## config.mk

```make
export PLATFORM = sky130hd
export DESIGN_NAME = noc_flit_depacketizer
export DESIGN_NICKNAME = d
export VERILOG_FILES = /design/src/rtl/noc_pkg.sv /design/src/rtl/noc_sync_fifo.sv /design/src/rtl/noc_flit_depacketizer.sv
export SDC_FILE = /design/constraint.sdc
export NUM_CORES = 1
export LEC_CHECK = 0
export BUFFER_PORTS_ARGS = -buffer_cell sky130_fd_sc_hd__buf_2
export CAP_MARGIN = 20
export CORE_MARGIN = 1
export CORE_UTILIZATION = 40
export CTS_CLUSTER_SIZE = 8
export DETAILED_ROUTE_END_ITERATION = 8
export PLACE_DENSITY = 0.58
export SLEW_MARGIN = 20
export SYNTH_ARGS = -nofsm -noshare
export SYNTH_HDL_FRONTEND = slang
export SYNTH_HIERARCHICAL = 1
export SYNTH_SLANG_ARGS = --single-unit
```

## constraint.sdc

```tcl
create_clock -name clk -period 3.8 [get_ports clk]
set_input_delay 0 -clock clk [delete_from_list [all_inputs] [get_ports clk]]
set_output_delay 0 -clock clk [all_outputs]
set_load 0.01 [all_outputs]
```

## src/rtl/noc_pkg.sv

```systemverilog
// Shared definitions for the NoC network-interface blocks: flit layout,
// header fields and the ejection FSM state type.
package noc_pkg;

    localparam int unsigned FLIT_W    = 9;
    localparam int unsigned VALID_BIT = 8;

    // Header flit body layout
    localparam int unsigned TAG_HI = 7;
    localparam int unsigned TAG_LO = 4;
    localparam int unsigned SRC_HI = 3;
    localparam int unsigned SRC_LO = 0;

    localparam logic [3:0] HDR_TAG = 4'hF;

    typedef enum logic {
        IDLE,
        COLLECT
    } state_e;

endpackage

```

## src/rtl/noc_sync_fifo.sv

```systemverilog
// Synchronous first-word fall-through FIFO. A push into a full FIFO is
// accepted only when a pop retires the head in the same cycle; a pop on an
// empty FIFO is ignored. The output reads as zero while empty.
module noc_sync_fifo #(
    parameter int unsigned WIDTH = 36,
    parameter int unsigned DEPTH = 4
) (
    input  logic             clk,
    input  logic             rst,
    input  logic             i_push,
    input  logic [WIDTH-1:0] i_data,
    input  logic             i_pop,
    output logic [WIDTH-1:0] o_data,
    output logic             o_full,
    output logic             o_empty
);

    localparam int unsigned PTR_W = $clog2(DEPTH);

    logic [WIDTH-1:0] r_mem [DEPTH];
    logic [PTR_W-1:0] r_wr_ptr;
    logic [PTR_W-1:0] r_rd_ptr;
    logic [PTR_W:0]   r_count;

    logic w_pop_ok;
    logic w_push_ok;

    assign o_empty   = (r_count == '0);
    assign o_full    = (r_count == (PTR_W+1)'(DEPTH));
    assign w_pop_ok  = i_pop && !o_empty;
    assign w_push_ok = i_push && (!o_full || w_pop_ok);
    assign o_data    = o_empty ? '0 : r_mem[r_rd_ptr];

    // Storage write; contents need no reset because the output is gated by empty
    always_ff @(posedge clk) begin
        if (w_push_ok) begin
            r_mem[r_wr_ptr] <= i_data;
        end
    end

    // Pointer and occupancy bookkeeping; pointers wrap modulo DEPTH
    always_ff @(posedge clk) begin
        if (rst) begin
            r_wr_ptr <= '0;
            r_rd_ptr <= '0;
            r_count  <= '0;
        end else begin
            if (w_push_ok) begin
                r_wr_ptr <= r_wr_ptr + 1'b1;
            end
            if (w_pop_ok) begin
                r_rd_ptr <= r_rd_ptr + 1'b1;
            end
            case ({w_push_ok, w_pop_ok})
                2'b10:   r_count <= r_count + 1'b1;
                2'b01:   r_count <= r_count - 1'b1;
                default: r_count <= r_count;
            endcase
        end
    end

endmodule

```

## src/rtl/noc_flit_depacketizer.sv

```systemverilog
// Ejection-side network interface: validates a header flit, reassembles four
// payload flits LSB-first into a 32-bit word tagged with its source node and
// queues the result for the IP core behind a valid/ready handshake.
module noc_flit_depacketizer
    import noc_pkg::*;
#(
    parameter int unsigned FIFO_DEPTH = 4,
    parameter int unsigned TIMEOUT    = 15
) (
    input  logic              clk,
    input  logic              rst,
    input  logic [FLIT_W-1:0] in_flit,
    input  logic              err_clr,
    input  logic              out_ready,
    output logic [31:0]       out_data,
    output logic [3:0]        out_src,
    output logic              out_valid,
    output logic              busy,
    output logic              err_overflow,
    output logic              err_timeout,
    output logic              err_proto
);

    localparam int unsigned WORD_W = 32;
    localparam int unsigned FIFO_W = WORD_W + 4;

    state_e      r_state, w_state_d;
    logic [3:0]  r_src, w_src_d;
    logic [23:0] r_bytes, w_bytes_d;
    logic [1:0]  r_cnt, w_cnt_d;
    logic [7:0]  r_timer, w_timer_d;
    logic        r_err_ovf, r_err_tmo, r_err_pro;

    logic              w_flit_vld;
    logic [7:0]        w_body;
    logic              w_push;
    logic [WORD_W-1:0] w_word;
    logic              w_tmo_evt;
    logic              w_pro_evt;
    logic              w_pop;
    logic              w_full;
    logic              w_empty;
    logic [FIFO_W-1:0] w_fifo_out;

    assign w_flit_vld = in_flit[VALID_BIT];
    assign w_body     = in_flit[7:0];
    assign w_pop      = out_valid && out_ready;

    // Next-state logic for header validation, byte collection and idle timeout
    always_comb begin
        w_state_d = r_state;
        w_src_d   = r_src;
        w_bytes_d = r_bytes;
        w_cnt_d   = r_cnt;
        w_timer_d = r_timer;
        w_push    = 1'b0;
        w_word    = {w_body, r_bytes};
        w_tmo_evt = 1'b0;
        w_pro_evt = 1'b0;
        unique case (r_state)
            IDLE: begin
                if (w_flit_vld) begin
                    if (in_flit[TAG_HI:TAG_LO] == HDR_TAG) begin
                        w_src_d   = in_flit[SRC_HI:SRC_LO];
                        w_cnt_d   = '0;
                        w_timer_d = '0;
                        w_state_d = COLLECT;
                    end else begin
                        w_pro_evt = 1'b1;
                    end
                end
            end
            COLLECT: begin
                if (w_flit_vld) begin
                    // Any valid flit here is payload, even one that looks like a header
                    w_timer_d = '0;
                    if (r_cnt == 2'd3) begin
                        w_push    = 1'b1;
                        w_cnt_d   = '0;
                        w_state_d = IDLE;
                    end else begin
                        case (r_cnt)
                            2'd0:    w_bytes_d[7:0]   = w_body;
                            2'd1:    w_bytes_d[15:8]  = w_body;
                            default: w_bytes_d[23:16] = w_body;
                        endcase
                        w_cnt_d = r_cnt + 1'b1;
                    end
                end else if (r_timer == 8'(TIMEOUT - 1)) begin
                    // This idle cycle brings the timer to TIMEOUT: abandon the packet
                    w_tmo_evt = 1'b1;
                    w_cnt_d   = '0;
                    w_timer_d = '0;
                    w_state_d = IDLE;
                end else begin
                    w_timer_d = r_timer + 1'b1;
                end
            end
            default: w_state_d = IDLE;
        endcase
    end

    // FSM and collection registers
    always_ff @(posedge clk) begin
        if (rst) begin
            r_state <= IDLE;
            r_src   <= '0;
            r_bytes <= '0;
            r_cnt   <= '0;
            r_timer <= '0;
        end else begin
            r_state <= w_state_d;
            r_src   <= w_src_d;
            r_bytes <= w_bytes_d;
            r_cnt   <= w_cnt_d;
            r_timer <= w_timer_d;
        end
    end

    // Sticky error flags; a new event outranks a simultaneous clear
    always_ff @(posedge clk) begin
        if (rst) begin
            r_err_ovf <= 1'b0;
            r_err_tmo <= 1'b0;
            r_err_pro <= 1'b0;
        end else begin
            r_err_ovf <= (r_err_ovf && !err_clr) || (w_push && w_full && !w_pop);
            r_err_tmo <= (r_err_tmo && !err_clr) || w_tmo_evt;
            r_err_pro <= (r_err_pro && !err_clr) || w_pro_evt;
        end
    end

    noc_sync_fifo #(
        .WIDTH (FIFO_W),
        .DEPTH (FIFO_DEPTH)
    ) u_fifo (
        .clk     (clk),
        .rst     (rst),
        .i_push  (w_push),
        .i_data  ({r_src, w_word}),
        .i_pop   (w_pop),
        .o_data  (w_fifo_out),
        .o_full  (w_full),
        .o_empty (w_empty)
    );

    assign out_valid    = !w_empty;
    assign out_src      = w_fifo_out[FIFO_W-1:WORD_W];
    assign out_data     = w_fifo_out[WORD_W-1:0];
    assign busy         = (r_state == COLLECT);
    assign err_overflow = r_err_ovf;
    assign err_timeout  = r_err_tmo;
    assign err_proto    = r_err_pro;

endmodule

```

==> results.toml, run 1 <==
[logic_synthesis]
synthAdderAreaFrac_pct = 1.84
yosysSeqAreaShare_pct = 67.8
async_flop_share_pct = 0
synth_mux_area_share_pct = 12.5
syn-num-nets = 521
synth-simple-area-share_pct = 10.3
syn_avg_cell_area_sq_um = 15.9
synth_area_sq_mm = 0.00788
ys.flop_type = "edfxtp_1"
ys_seq_elements = 195
ys_types = 55
synth_compound_area_share_pct = 3.65
netlist_instances = 497
synthXorXnorAreaFrac_pct = 0.778
ys_warn_count = 6
synth_top_family_by_area = "multiplexers"
synth_edf_count = 144

[cts]
insertion_delay_ns = 0.42
cts.sinks = 195
numCtsBuffers = 17
clock_path_buffers = 2
cts_root_buffer = "clkbuf_16"
htreeDepth = 4
cts_resized = 0
cts_tree = "built"
clk_pin_slew_ns = 0.07

[final_layout]
drive_gt1_share_pct = 23.5
diodes = 0
instances_no_fill = 834
fin_area_sq_mm = 0.00906
n_fill_cell = 1670
layout_common_cells = "144 x edfxtp_1, 53 x buf_2, 50 x dfxtp_1"
nets = 585
layout_commonest_cell = "edfxtp_1"
syn_to_final_growth_pct = 14.9

[pwr]
ir_worst_vdd_uv = 318
power.density_mw_per_mm2 = 459
power_leakage_nw = 3.07

[routing]
ant_nets = 0
wl_per_cell_microns = 17.9
drt_iter0_drc = 228
drt_wl_total_microns = 15000
drc = 0
vias_per_cell = 5.03
drtPass1Iterations = 4
routed-via-count = 4193

[grt]
grtUsageTotal_pct = 16.0
grt-ovfl-total = 0
grt_max_degree = 50
grt_pass1_vias = 4210
antenna_found_initial = 0
grt_pass1_wl_microns = 23700

[worst_setup_path]
critical-path-top-delay-family = "simple AND/OR/NAND/NOR gates"
slowest_stage = "nor2b_1"
crit_fanout = 36
critPathKind = "reg -> reg"
cp-start-kind = "flop"
path_cells = "nor3_4, nor2b_1, inv_1, a31oi_1, and2_1, buf_4"
path_buf_inv = 2
required_ns = 3.85
worstSetupEndpointType = "flop"
arrival_ns = 2.89
cpPeakStageDelay_ns = 0.60

[place]
io_buffer_count = 53
dpl-instance-area_sq_mm = 0.00834
routabilityCongestion = 0.799
dp_slack_ns = 0.982
dpl.cell_count = 792
dpl.hpwl_microns = 8770

[floorplanning]
die_w_microns = 142
io_pins = 54
die-area_sq_mm = 0.0203
start_util_pct = 41.5
num_rows = 50
core_sq_mm = 0.0190
die_y_microns = 142

[sta]
final-max-slew-violation-count = 0
tightestPinTransition_ns = 0.969
min_period_over_period_pct = 74.5
finClkSkew_ns = 0.00951
relSlewSlack_pct = 35.4
clock.fmax_mhz = 353
rsz0062_at_grt = "false"
setup_viol = 0
hold_viol_final = 0
min_period_ns = 2.83
worst_slack_ns = 0.968
tns_ns = 0
whs_ns = 0.216

[run_status]
status = "completed"

[flow_run]
max_cap_violations = 0

[worst_hold_path]
hold_class = "in -> reg"
through the flow:
step | total power [W] | utilization [%]
detailed placement | 0.00236 | 43.8
global route | 0.00428 | 47.6
floorplan | 0.00233 | -
finish | 0.00416 | 47.6
CTS | 0.00419 | 47.6
global placement | 0.00236 | 43.8
report_power, final:
part	switching, W	internal [W]	total, W
Combinational	0.0000360	0.0000178	0.0000538
Clock	0.000746	0.00109	0.00184
Sequential	0.00000315	0.00226	0.00227
Total	0.000785	0.00337	0.00416
path summary, 6_finish.rpt:
check / startpoint / end / slack, ns / cells past startpoint
min reg2reg: err_proto / err_proto / 0.48 / 2
max reg2reg: u_fifo/r_count[0] / u_fifo/r_mem[2][20] / 0.97 / 6
max: u_fifo/r_count[0] / u_fifo/r_mem[2][20] / 0.97 / 6
min: rst / err_proto / 0.22 / 2
repair_timing:
action	4_1_cts	5_1_grt
hold buffers	10	0
setup endpoints to repair	0	0
hold endpoints to repair	60	0
buffers inserted	0	0
cells by family after synthesis:
group | Yosys count
adder cells (fa/ha/maj) | 11
AND/OR/NAND/NOR | 148
multiplexers | 51
flip-flops | 195
AO/OA/AOI/OAI | 46
XOR/XNOR | 7
buffers and inverters | 39
layer usage:
| layer | up-vias | part of all wire, % | GRT usage (%) |
|---|---|---|---|
| met4 | 0 | 0.75 | 5.09 |
| met3 | 10 | 3.9 | 3.40 |
| met1 | 2119 | 45 | 20.4 |
| li1 | 1984 | - | - |
| met2 | 80 | 51 | 27.2 |
| met5 | - | 0 | 0 |
synth_stat cells, drive strengths merged, types with 3 or more instances:
cell type,instances,area (sq um)
mux4,36,833
nand3,5,25.0
a31oi,3,18.8
nor2,30,113
clkbuf,5,20.0
nand4,5,31.3
ha,10,125
nor2b,38,283
nand2b,5,31.3
inv,13,48.8
dfxtp,51,1020
xor2,3,26.3
a21oi,23,119
xnor2,4,35.0
edfxtp,144,4320
o21ai,4,20.0
and2,7,43.8
buf,21,176
nand2,42,158
mux2i,14,140
layout make-up:
type	count	area (sq um)	share of cell area (%)
inverter	13	48.8	0.539
clock inverter	11	151	1.67
timing repair buffer	71	425	4.69
clock buffer	21	470	5.19
multi-input combinational	263	2290	25.3
tap	260	325	3.59
sequential	195	5350	59.0
state kept, by name (all words and copies together) (netlist names), named ones only:
name and count:
err_overflow 1, u_fifo/r_count 3, r_timer 8, r_cnt 2, u_fifo/r_wr_ptr 2, err_proto 1
u_fifo/r_mem 144, busy 1, r_src 4, u_fifo/r_rd_ptr 2, r_bytes 24, err_timeout 1
No activity file was read; power rests on OpenSTA's default activity.
==> run 2: changes to the inputs <==
Settings changed: PLACE_DENSITY 0.58 to 0.6.
Clock period 3.8 ns to 2.6 ns, I/O delays scaled along.
==> results.toml, run 2 (synthesis gave the netlist of run 1 again) <==
[sta]
min_period_ns = 2.27
worst_slack_ns = 0.331
tns_ns = 0
tightestPinTransition_ns = 0.632
whs_ns = 0.0773
relSlewSlack_pct = 57.8
final-max-slew-violation-count = 0
clock.fmax_mhz = 441
min_period_over_period_pct = 87.3
setup_viol = 0
rsz0062_at_grt = "false"
finClkSkew_ns = 0.0104
hold_viol_final = 0

[worst_setup_path]
arrival_ns = 2.27
worstSetupEndpointType = "output pin"
required_ns = 2.60
crit_fanout = 24
cp-start-kind = "flop"
critPathKind = "reg -> out"

[routing]
wl_per_cell_microns = 17.9
vias_per_cell = 5.00
routed-via-count = 4191
ant_nets = 0
drc = 0
drtPass1Iterations = 5
drt_wl_total_microns = 15000
drt_iter0_drc = 264

[cts]
htreeDepth = 4
post_cts_buffers = 0
cts.sinks = 195
clock_path_buffers = 2
clk_pin_slew_ns = 0.07
hold_buffers = 10
cts_root_buffer = "clkbuf_16"
cts_tree = "built"
cts_resized = 0
numCtsBuffers = 17
insertion_delay_ns = 0.43

[grt]
grt-ovfl-total = 0
grt_max_degree = 38
antenna_found_initial = 0
grt_pass1_wl_microns = 24000
grtUsageTotal_pct = 16.1
grt_pass1_vias = 4438

[worst_hold_path]
hold_class = "in -> reg"

[final_layout]
syn_to_final_growth_pct = 16.2
final_util_pct = 48.2
largestRegisters = "u_fifo/r_mem (144), r_bytes (24), r_timer (8)"
layout_common_cells = "144 x edfxtp_1, 53 x buf_2, 50 x dfxtp_1"
layout_commonest_cell = "edfxtp_1"
instances_no_fill = 839
n_fill_cell = 1679
regMostFlops = "u_fifo/r_mem"
diodes = 0
nets = 590
drive_gt1_share_pct = 24.7
largest_reg_flops = 144

[pwr]
ir_worst_vdd_uv = 467
power.density_mw_per_mm2 = 665
power_leakage_nw = 3.12

[place]
routabilityCongestion = 0.761
dpl.cell_count = 797
io_buffer_count = 53
dp_slack_ns = 0.411
dpl.hpwl_microns = 9340

[floorplanning]
die_w_microns = 142
start_util_pct = 41.5
die_y_microns = 142
num_rows = 50
core_sq_mm = 0.0190
io_pins = 54
die-area_sq_mm = 0.0203

[flow_run]
max_cap_violations = 0

[run_status]
status = "completed"
run 2: cell count changes in the layout (fill, tap and decap cells not counted), sizes merged:
cell / change
buf: +5
clkbuf: -2
clkinv: +3
clkinvlp: -2
bufinv: +1
run 2: worst paths after layout:
| check | cells past startpoint | to | startpoint | slack, ns |
|---|---|---|---|---|
| hold reg to reg | 2 | err_timeout | err_timeout | 0.50 |
| setup / recovery | 4 | out_src[1] | flop | 0.33 |
| hold / removal | 2 | r_bytes[19] | rst | 0.08 |
| setup reg to reg | 6 | u_fifo/r_mem[2][32] | busy | 0.41 |
run 2: report_power, final:
part	internal, W	leakage (nW)	switching (W)
Sequential	0.00331	1.70	0.00000478
Clock	0.00161	0.297	0.00109
Combinational	0.0000269	1.12	0.0000540
run 2: final cells by class:
type / count / area [sq um] / area share [%]
clock inverter: 13 / 185 / 2.02
multi-input combinational: 263 / 2300 / 25.1
inverter: 13 / 48.8 / 0.533
tap: 260 / 325 / 3.55
clock buffer: 19 / 433 / 4.72
sequential: 195 / 5350 / 58.4
timing repair buffer: 76 / 526 / 5.74
run 2: routing by layer:
| layer | routed length (microns) | GRT usage, % |
|---|---|---|
| met5 | 0 | 0 |
| met4 | 218 | 5.43 |
| met3 | 481 | 3.43 |
| met2 | 7490 | 27.3 |
| met1 | 6840 | 20.6 |
run 2: per-stage QoR:
stage	cell area [sq um]	total power (W)
floorplan	7890	0.00341
global placement	8440	0.00345
detailed placement	8440	0.00345
CTS	9160	0.00615
global route	9160	0.00627
finish	9160	0.00610
run 2: critical path, stage by stage, from the launching register on:
cell and delay (ns):
dfxtp_2 0.64, buf_12 0.30, mux4_2 0.57, nor2b_1 0.15, buf_2 0.16
==> run 3: changes to the inputs <==
Clock period 2.6 ns to 1.85 ns, I/O delays scaled along.
==> results.toml, run 3 (synthesis gave the netlist of run 1 again) <==
[grt]
grt_max_degree = 38
grt_pass1_wl_microns = 24200
grtUsageTotal_pct = 16.3
grt_pass1_vias = 4343
antenna_found_initial = 0
grt-ovfl-total = 0

[worst_setup_path]
slowest_stage = "mux4_2"
worstSetupEndpointType = "output pin"
cpPeakStageDelay_ns = 0.49
path_cells = "buf_12, buf_16, mux4_2, nor2b_1, buf_2"
required_ns = 1.85
arrival_ns = 1.90
reg2reg_depth = 8
critPathKind = "reg -> out"
crit_fanout = 7
cp-start-kind = "flop"

[final_layout]
regMostFlops = "u_fifo/r_mem"
fin_area_sq_mm = 0.00953
largest_reg_flops = 144
nets = 608
drive_gt1_share_pct = 30.3
final_util_pct = 50.1
layout_common_cells = "144 x edfxtp_1, 48 x dfxtp_1, 45 x buf_2"
diodes = 0
layout_commonest_cell = "edfxtp_1"
largestRegisters = "u_fifo/r_mem (144), r_bytes (24), r_timer (8)"
syn_to_final_growth_pct = 20.9
instances_no_fill = 857

[routing]
drtPass1Iterations = 5
drt_iter0_drc = 252
drt_wl_total_microns = 15200
routed-via-count = 4277
ant_nets = 0
drc = 0
wl_per_cell_microns = 17.7
vias_per_cell = 4.99

[sta]
min_period_ns = 1.90
setup_viol = 23
min_period_over_period_pct = 103
finClkSkew_ns = 0.00802
clock.fmax_mhz = 525
relSlewSlack_pct = 71.1
hold_viol_final = 0
worst_slack_ns = -0.0544
rsz0062_at_grt = "true"
tightestPinTransition_ns = 0.428
tns_ns = -0.520
final-max-slew-violation-count = 0

[pwr]
power.density_mw_per_mm2 = 874
power_leakage_nw = 3.30
ir_worst_vdd_uv = 627
total_power_w = 0.00833

[worst_hold_path]
min_path_cells = 4
hold_class = "in -> reg"

[run_status]
status = "complete, but fails checks"
violations = "setup timing"

[floorplanning]
core_sq_mm = 0.0190
die_y_microns = 142
start_util_pct = 41.5
num_rows = 50
die_w_microns = 142
io_pins = 54
die-area_sq_mm = 0.0203

[cts]
clock_path_buffers = 2
cts_tree = "built"
clk_pin_slew_ns = 0.07
cts.sinks = 195
numCtsBuffers = 17
htreeDepth = 4
cts_root_buffer = "clkbuf_16"
insertion_delay_ns = 0.42

[place]
dpl.hpwl_microns = 9430
dpl-instance-area_sq_mm = 0.00869
io_buffer_count = 53
dpl.cell_count = 811
routabilityCongestion = 0.783

[flow_run]
max_cap_violations = 0
-- run 3: cell count changes in the layout (fill, tap and decap cells not counted), sizes merged --
| cell | change |
|---|---|
| inv | +5 |
| clkinv | -1 |
| buf | +18 |
| clkbuf | -1 |
| bufinv | -3 |
-- run 3: routing by layer --
layer / share of wire [%] / vias up / GRT usage (%)
met5: 0 / - / 0
met4: 0.67 / 0 / 3.90
met3: 4.1 / 8 / 4.00
met2: 52 / 89 / 28.1
met1: 44 / 2143 / 20.7
li1: - / 2037 / -
-- run 3: layout make-up --
| cell class | instances | area (sq um) |
|---|---|---|
| Fill cell | 1636 | 9490 |
| Sequential cell | 195 | 5350 |
| Multi-Input combinational cell | 263 | 2350 |
| Timing Repair Buffer | 94 | 871 |
| Clock buffer | 18 | 439 |
| Tap cell | 260 | 325 |
| Clock inverter | 14 | 143 |
| Inverter | 13 | 51.3 |
-- run 3: worst max-delay path: cells and delay by family (launching register included) --
kind	cells	cell delay [ns]
flip-flops	1	0.42
buffers and inverters	3	0.42
AND/OR/NAND/NOR	1	0.14
multiplexers	1	0.49
-- run 3: where the power goes --
part,switching [W],internal (W),total (W),leakage (nW)
Sequential,0.00000446,0.00465,0.00465,1.73
Clock,0.00162,0.00193,0.00356,0.284
Combinational,0.0000790,0.0000417,0.000121,1.29
-- run 3: per-stage QoR --
stage	setup WS, ns	hold WS [ns]
final	-0.0544	0.0624
after global routing	-0.135	0.0718
after CTS	-0.0966	0.0380
after detailed placement	-0.0154	0.369
after global placement	0.0492	0.354
after floorplan	-0.281	0.0989
-- run 3: repair_timing --
item                       CTS  global route
gates resized for setup     19             9
buffers inserted             2             0
setup endpoints to repair   37           109
hold buffers                10             0
hold endpoints to repair    65             0
gates cloned                 3             0
-- run 3: worst paths after layout --
path                      from           endpoint  slack (ns)
max reg2reg  u_fifo/r_count[2]  u_fifo/r_count[1]        0.07
min reg2reg          err_proto          err_proto        0.49
min                 in_flit[8]          err_proto        0.06
max                       flop       out_data[11]       -0.05
